==> config.mk <==
export PLATFORM = sky130hd
export DESIGN_NAME = seq_divider
export DESIGN_NICKNAME = d
export VERILOG_FILES = /design/src/rtl/seq_divider_pkg.sv /design/src/rtl/seq_divider.sv
export SDC_FILE = /design/constraint.sdc
export NUM_CORES = 1
export LEC_CHECK = 0
export BUFFER_PORTS_ARGS = -buffer_cell sky130_fd_sc_hd__buf_2
export CAP_MARGIN = 20
export CORE_ASPECT_RATIO = 1.25
export CORE_MARGIN = 5
export CORE_UTILIZATION = 50
export CTS_CLUSTER_DIAMETER = 100
export DETAILED_ROUTE_END_ITERATION = 8
export HOLD_SLACK_MARGIN = 0.06
export PLACE_DENSITY = 0.81
export SYNTH_ARGS = -nofsm -noshare
export SYNTH_HDL_FRONTEND = slang
export SYNTH_SLANG_ARGS = --single-unit
==> constraint.sdc <==
create_clock -name clk -period 3.2 [get_ports clk]
set_input_delay 0.32 -clock clk [delete_from_list [all_inputs] [get_ports clk]]
set_output_delay 0.32 -clock clk [all_outputs]
set_load 0.02 [all_outputs]
==> src/rtl/seq_divider_pkg.sv <==
// seq_divider_pkg: shared state enumeration and widths for the sequential divider
package seq_divider_pkg;
  typedef enum logic [1:0] {IDLE, RUN, DONE} state_e;
  localparam int DIVIDEND_W = 16;
  localparam int DIVISOR_W  = 8;
  localparam int STEP_CNT_W = 4;
endpackage

==> src/rtl/seq_divider.sv <==
// seq_divider: 16/8 unsigned restoring divider, one quotient bit per cycle
module seq_divider
  import seq_divider_pkg::*;
(
  input  logic                  clk,
  input  logic                  rst_n,
  input  logic                  start,
  input  logic [DIVIDEND_W-1:0] dividend,
  input  logic [DIVISOR_W-1:0]  divisor,
  output logic [DIVIDEND_W-1:0] quotient,
  output logic [DIVISOR_W-1:0]  remainder,
  output logic                  busy,
  output logic                  done,
  output logic                  div_by_zero
);
  state_e                state_q, state_d;
  logic [STEP_CNT_W-1:0] cnt_q, cnt_d;
  logic [DIVIDEND_W-1:0] dvd_q, dvd_d, quotient_q, quotient_d, step_quo;
  logic [DIVISOR_W-1:0]  dvs_q, dvs_d, rem_q, rem_d, remainder_q, remainder_d, step_rem;
  logic [DIVISOR_W:0]    shifted;
  logic                  busy_q, busy_d, done_q, done_d, dbz_q, dbz_d, ge;
  // dvd_q doubles as the quotient shift register: dividend MSBs leave, quotient bits enter
  always_comb begin
    shifted  = {rem_q, dvd_q[DIVIDEND_W-1]};
    ge       = shifted >= {1'b0, dvs_q};
    step_rem = ge ? DIVISOR_W'(shifted - {1'b0, dvs_q}) : shifted[DIVISOR_W-1:0];
    step_quo = {dvd_q[DIVIDEND_W-2:0], ge};
    state_d     = state_q;
    cnt_d       = cnt_q;
    dvd_d       = dvd_q;
    dvs_d       = dvs_q;
    rem_d       = rem_q;
    quotient_d  = quotient_q;
    remainder_d = remainder_q;
    dbz_d       = dbz_q;
    busy_d      = 1'b0;
    done_d      = 1'b0;
    case (state_q)
      IDLE: if (start) begin
        state_d = RUN;
        cnt_d   = '1;
        dvd_d   = dividend;
        dvs_d   = divisor;
        rem_d   = '0;
        dbz_d   = 1'b0;
        busy_d  = divisor != '0;
      end
      RUN: if (dvs_q == '0) begin
        state_d     = DONE;
        done_d      = 1'b1;
        dbz_d       = 1'b1;
        quotient_d  = '1;
        remainder_d = dvd_q[DIVISOR_W-1:0];
      end else begin
        dvd_d  = step_quo;
        rem_d  = step_rem;
        cnt_d  = cnt_q - 1'b1;
        busy_d = cnt_q != '0;
        if (cnt_q == '0) begin
          state_d     = DONE;
          done_d      = 1'b1;
          quotient_d  = step_quo;
          remainder_d = step_rem;
        end
      end
      default: state_d = IDLE;
    endcase
  end
  always_ff @(posedge clk or negedge rst_n) begin
    if (!rst_n) begin
      state_q     <= IDLE;
      cnt_q       <= '0;
      dvd_q       <= '0;
      dvs_q       <= '0;
      rem_q       <= '0;
      quotient_q  <= '0;
      remainder_q <= '0;
      busy_q      <= 1'b0;
      done_q      <= 1'b0;
      dbz_q       <= 1'b0;
    end else begin
      state_q     <= state_d;
      cnt_q       <= cnt_d;
      dvd_q       <= dvd_d;
      dvs_q       <= dvs_d;
      rem_q       <= rem_d;
      quotient_q  <= quotient_d;
      remainder_q <= remainder_d;
      busy_q      <= busy_d;
      done_q      <= done_d;
      dbz_q       <= dbz_d;
    end
  end
  assign quotient    = quotient_q;
  assign remainder   = remainder_q;
  assign busy        = busy_q;
  assign done        = done_q;
  assign div_by_zero = dbz_q;
endmodule

==> results.md <==
* Final core occ at just under 60%
* R2R Setup Slk at 0.80 ns
* NetSw at around 2.2 mW
* CP Launch Type: flop
* Comb power frac at 50.5%
* # rows at 33
* Crit-path slowest cell: o221ai_2
* Post-synth top cells: dfrtp_1, nand2_1, nor2_1, a31oi_1, o22a_1
* Gr usage total at 19.8%
* RSZ-0062 raised after global routing: false
* Core area at 6520 um^2
* Worst-case vdd ir drop at 0.573 mV
* Via density at ~5.9
* Root buffer cell: clkbuf_8
* Longest Clk Path Bufs at 2
* Cell variety after synth at between 50 and 60
* Drt pass-1 iters at 4
* Setup CP Type: flop to flop
* Sequential group share of total power at 31.9%
* Most common cell in the netlist: dfrtp_1
* Crit-path cells: inv_1, ha_1, a21o_1, a31o_1, o221ai_2, a221oi_1, nor3_1
* Antenna-violating nets left at 0
* FF+latch count, synth at 65
* Final worst path period share at 74.9%
* P&R area growth vs syn at 14.9%
* Register area share after synthesis at 48.6%
* Asr flop ratio synth at 100%
* H-tree levels at 3
* Met3 wire len at 495 um
* Number of global-route vias before repair at 2754
* Worst-path fanout max at 17
* 1st-iter DRT viols at 232
* Top cell type's share of synthesized area at 48.6%
* P_leak at 1.63 nW
* Hold depth at 3
* Wire length per cell at ~17 um
* Uppermost routed layer: met4
* Final Wtd Congestion at 0.816
* Post-Syn Nets at 374
* Max stage delay on crit path at 0.59 ns
* Initial antenna violation count at 0
* Min-delay src: divisor[0]
* Slew HR at a little under half
* Nets at between 400 and 500
* Drt total wl at 7980 um
* Mapped Cells at 337
* Post CTS Setup Buffer Count at 0
* Vert. Die Dim at about 100 um
* Synth Area in Compound Gates at 21.9%
* Period minus WS final at 2.40 ns
* Multiplexer share of the synthesized area at 0%
* Syn Std Cell Area at 3350 um^2
* Total power at 4.97 mW
* Worst setup EP type: flop
* End of the worst hold path: dvs_q[0]
* Hold WC Path Type: input port to flop
* Number of fill cells at 589
* Met2 wire length at 3990 um
* Largest net degree at the start of global routing at 35
* Clock power frac at approximately 18%
* CTS Buf Count at 9
* Fmax at approximately 420 MHz
* Starting Density at 51.3%
* Hold Vio Cnt, Final at 0
* Clock Skew at about 0.0075 ns
* Worst-skew pair later-pin latency at 0.35 ns
* Leading area contributor after synthesis: dfrtp_1
* Synth top area cells: dfrtp_1, nand2_1, o22a_1
* WP data arrival at around 2.7 ns
* Metal-1 WL at 3330 um
* DR vias at roughly 2800
* Worst path required time at 3.46 ns
* Worst reg2reg endpoint: remainder[5]
* Final-report max-slew violation count at 0
* Die W at about 83 um
* Sw frac at 44.9%
* Die area at 8440 um^2
* Synth Area in Simple Gates at 18.6%
* Clock transition at path regs at 0.07 ns
* GRT overflow at 0
* R2R cell count at 7
* Max-cap violations at 0
* Setup-failing EPs final at 0
* Outcome: completed
* Layout cell share with drive strength beyond 1 at between 20% and 30%
* Synth Area in Adders at 3.96%
* P_int at 2.74 mW
* Power density cells at 1290 nW/um^2
* Yosys warnings at 0
* PortBufs at between 50 and 60
* Measured slew at the worst slew-check pin at ~0.80 ns
* Antenna fix cells at 0
* DRC errors left at 0
* TritonCTS clock tree: done
* Dpl hpwl at 5640 um
* Post-route setup TNS at 0 ns
* EDFF count, synth at 0
* Synth Area per Inst at 9.93 um^2
* Sink Count at 65
* Synth Area in XOR/XNOR at 1.05%
* First-pass GRT wire length at 13300 um
* Reg2reg start: dvs_q[4]
* Main synth FF type: dfrtp_1
* Top-level I/O count at 54
* Main combinational cell family by area after synthesis: compound AO/OA/AOI/OAI gates
-- layer usage --
layer,track usage (%),vias up
li1,-,1326
met1,24.0,1360
met2,33.5,101
met3,4.72,16
met4,9.56,0
met5,0,-
-- power groups by stage --
stage,Sequential (mW),Combinational (mW),Clock (mW)
final,1.58,2.51,0.876
after CTS,1.58,2.50,0.888
after detailed placement,1.60,2.48,0
after global placement,1.58,2.41,0
after floorplan,1.67,1.87,0
after global routing,1.63,2.77,0.925
-- registers in the layout, indices dropped and copies added (netlist names) --
signal / flops
dvs_q: 8
div_by_zero: 1
cnt_q: 4
rem_q: 8
busy: 1
dvd_q: 16
state_q: 2
quotient: 16
remainder: 8
done: 1
-- through the flow --
step	worst slack (ns)	area, um^2	cells	hold WS (ns)
detailed placement	0.851	3580	457	0.410
finish	0.804	3850	474	0.191
global placement	0.933	3580	457	0.397
floorplan	1.17	3350	337	0.0244
global route	0.550	3850	474	0.191
CTS	0.817	3850	474	0.183
-- cell type report --
| class | instances | area (um^2) | area share [%] |
|---|---|---|---|
| sequential | 65 | 1630 | 42.3 |
| multi-input combinational | 238 | 1520 | 39.6 |
| inverter | 12 | 45.0 | 1.17 |
| timing repair buffer | 56 | 290 | 7.55 |
| tap | 87 | 109 | 2.83 |
| clock inverter | 6 | 114 | 2.96 |
| clock buffer | 10 | 138 | 3.58 |
-- kinds of logic after synthesis --
| group | count (synthesis) |
|---|---|
| AO/OA/AOI/OAI | 101 |
| XOR/XNOR | 4 |
| adder cells (fa/ha/maj) | 10 |
| buffers and inverters | 34 |
| flip-flops | 65 |
| AND/OR/NAND/NOR | 123 |
-- worst max path at each step --
| stage | start | to | slack [ns] | cells past startpoint |
|---|---|---|---|---|
| floorplan | dvs_q[4] | quotient[0] | 1.17 | 7 |
| global placement | state_q[1] | remainder[4] | 0.93 | 5 |
| detailed placement | dvs_q[4] | remainder[5] | 0.85 | 7 |
| CTS | dvs_q[4] | remainder[5] | 0.82 | 7 |
| global route | dvs_q[4] | remainder[5] | 0.55 | 7 |
| finish | dvs_q[4] | remainder[5] | 0.80 | 7 |
-- worst max-delay path, delay by kind of cell, from the launching register on --
family,cells,cell delay [ns]
adder cells (fa/ha/maj),1,0.38
AND/OR/NAND/NOR,1,0.21
buffers and inverters,1,0.08
flip-flops,1,0.39
AO/OA/AOI/OAI,4,1.24
-- placed cells by master, fill, tap and decap left out, types with 3 or more instances in the layout --
cell / count
nand2_1: 51
a31oi_1: 15
a21oi_1: 11
nand3_1: 9
ha_1: 9
buf_2: 53
nor2_1: 24
a22oi_1: 5
bufinv_16: 3
inv_1: 12
o211ai_1: 3
o22ai_1: 9
nor3_1: 9
nand2b_1: 3
a21o_1: 3
clkbuf_8: 10
nand4_1: 4
a211oi_1: 6
nor4_1: 9
o22a_1: 15
dfrtp_1: 65
o21ai_0: 14
-- timing repair --
| action | 4_1_cts | 5_1_grt |
|---|---|---|
| hold buffers | 1 | 0 |
| endpoints found under the hold margin | 31 | 0 |
| gates resized for setup | 0 | 0 |
(Power assumes the default switching activity.)
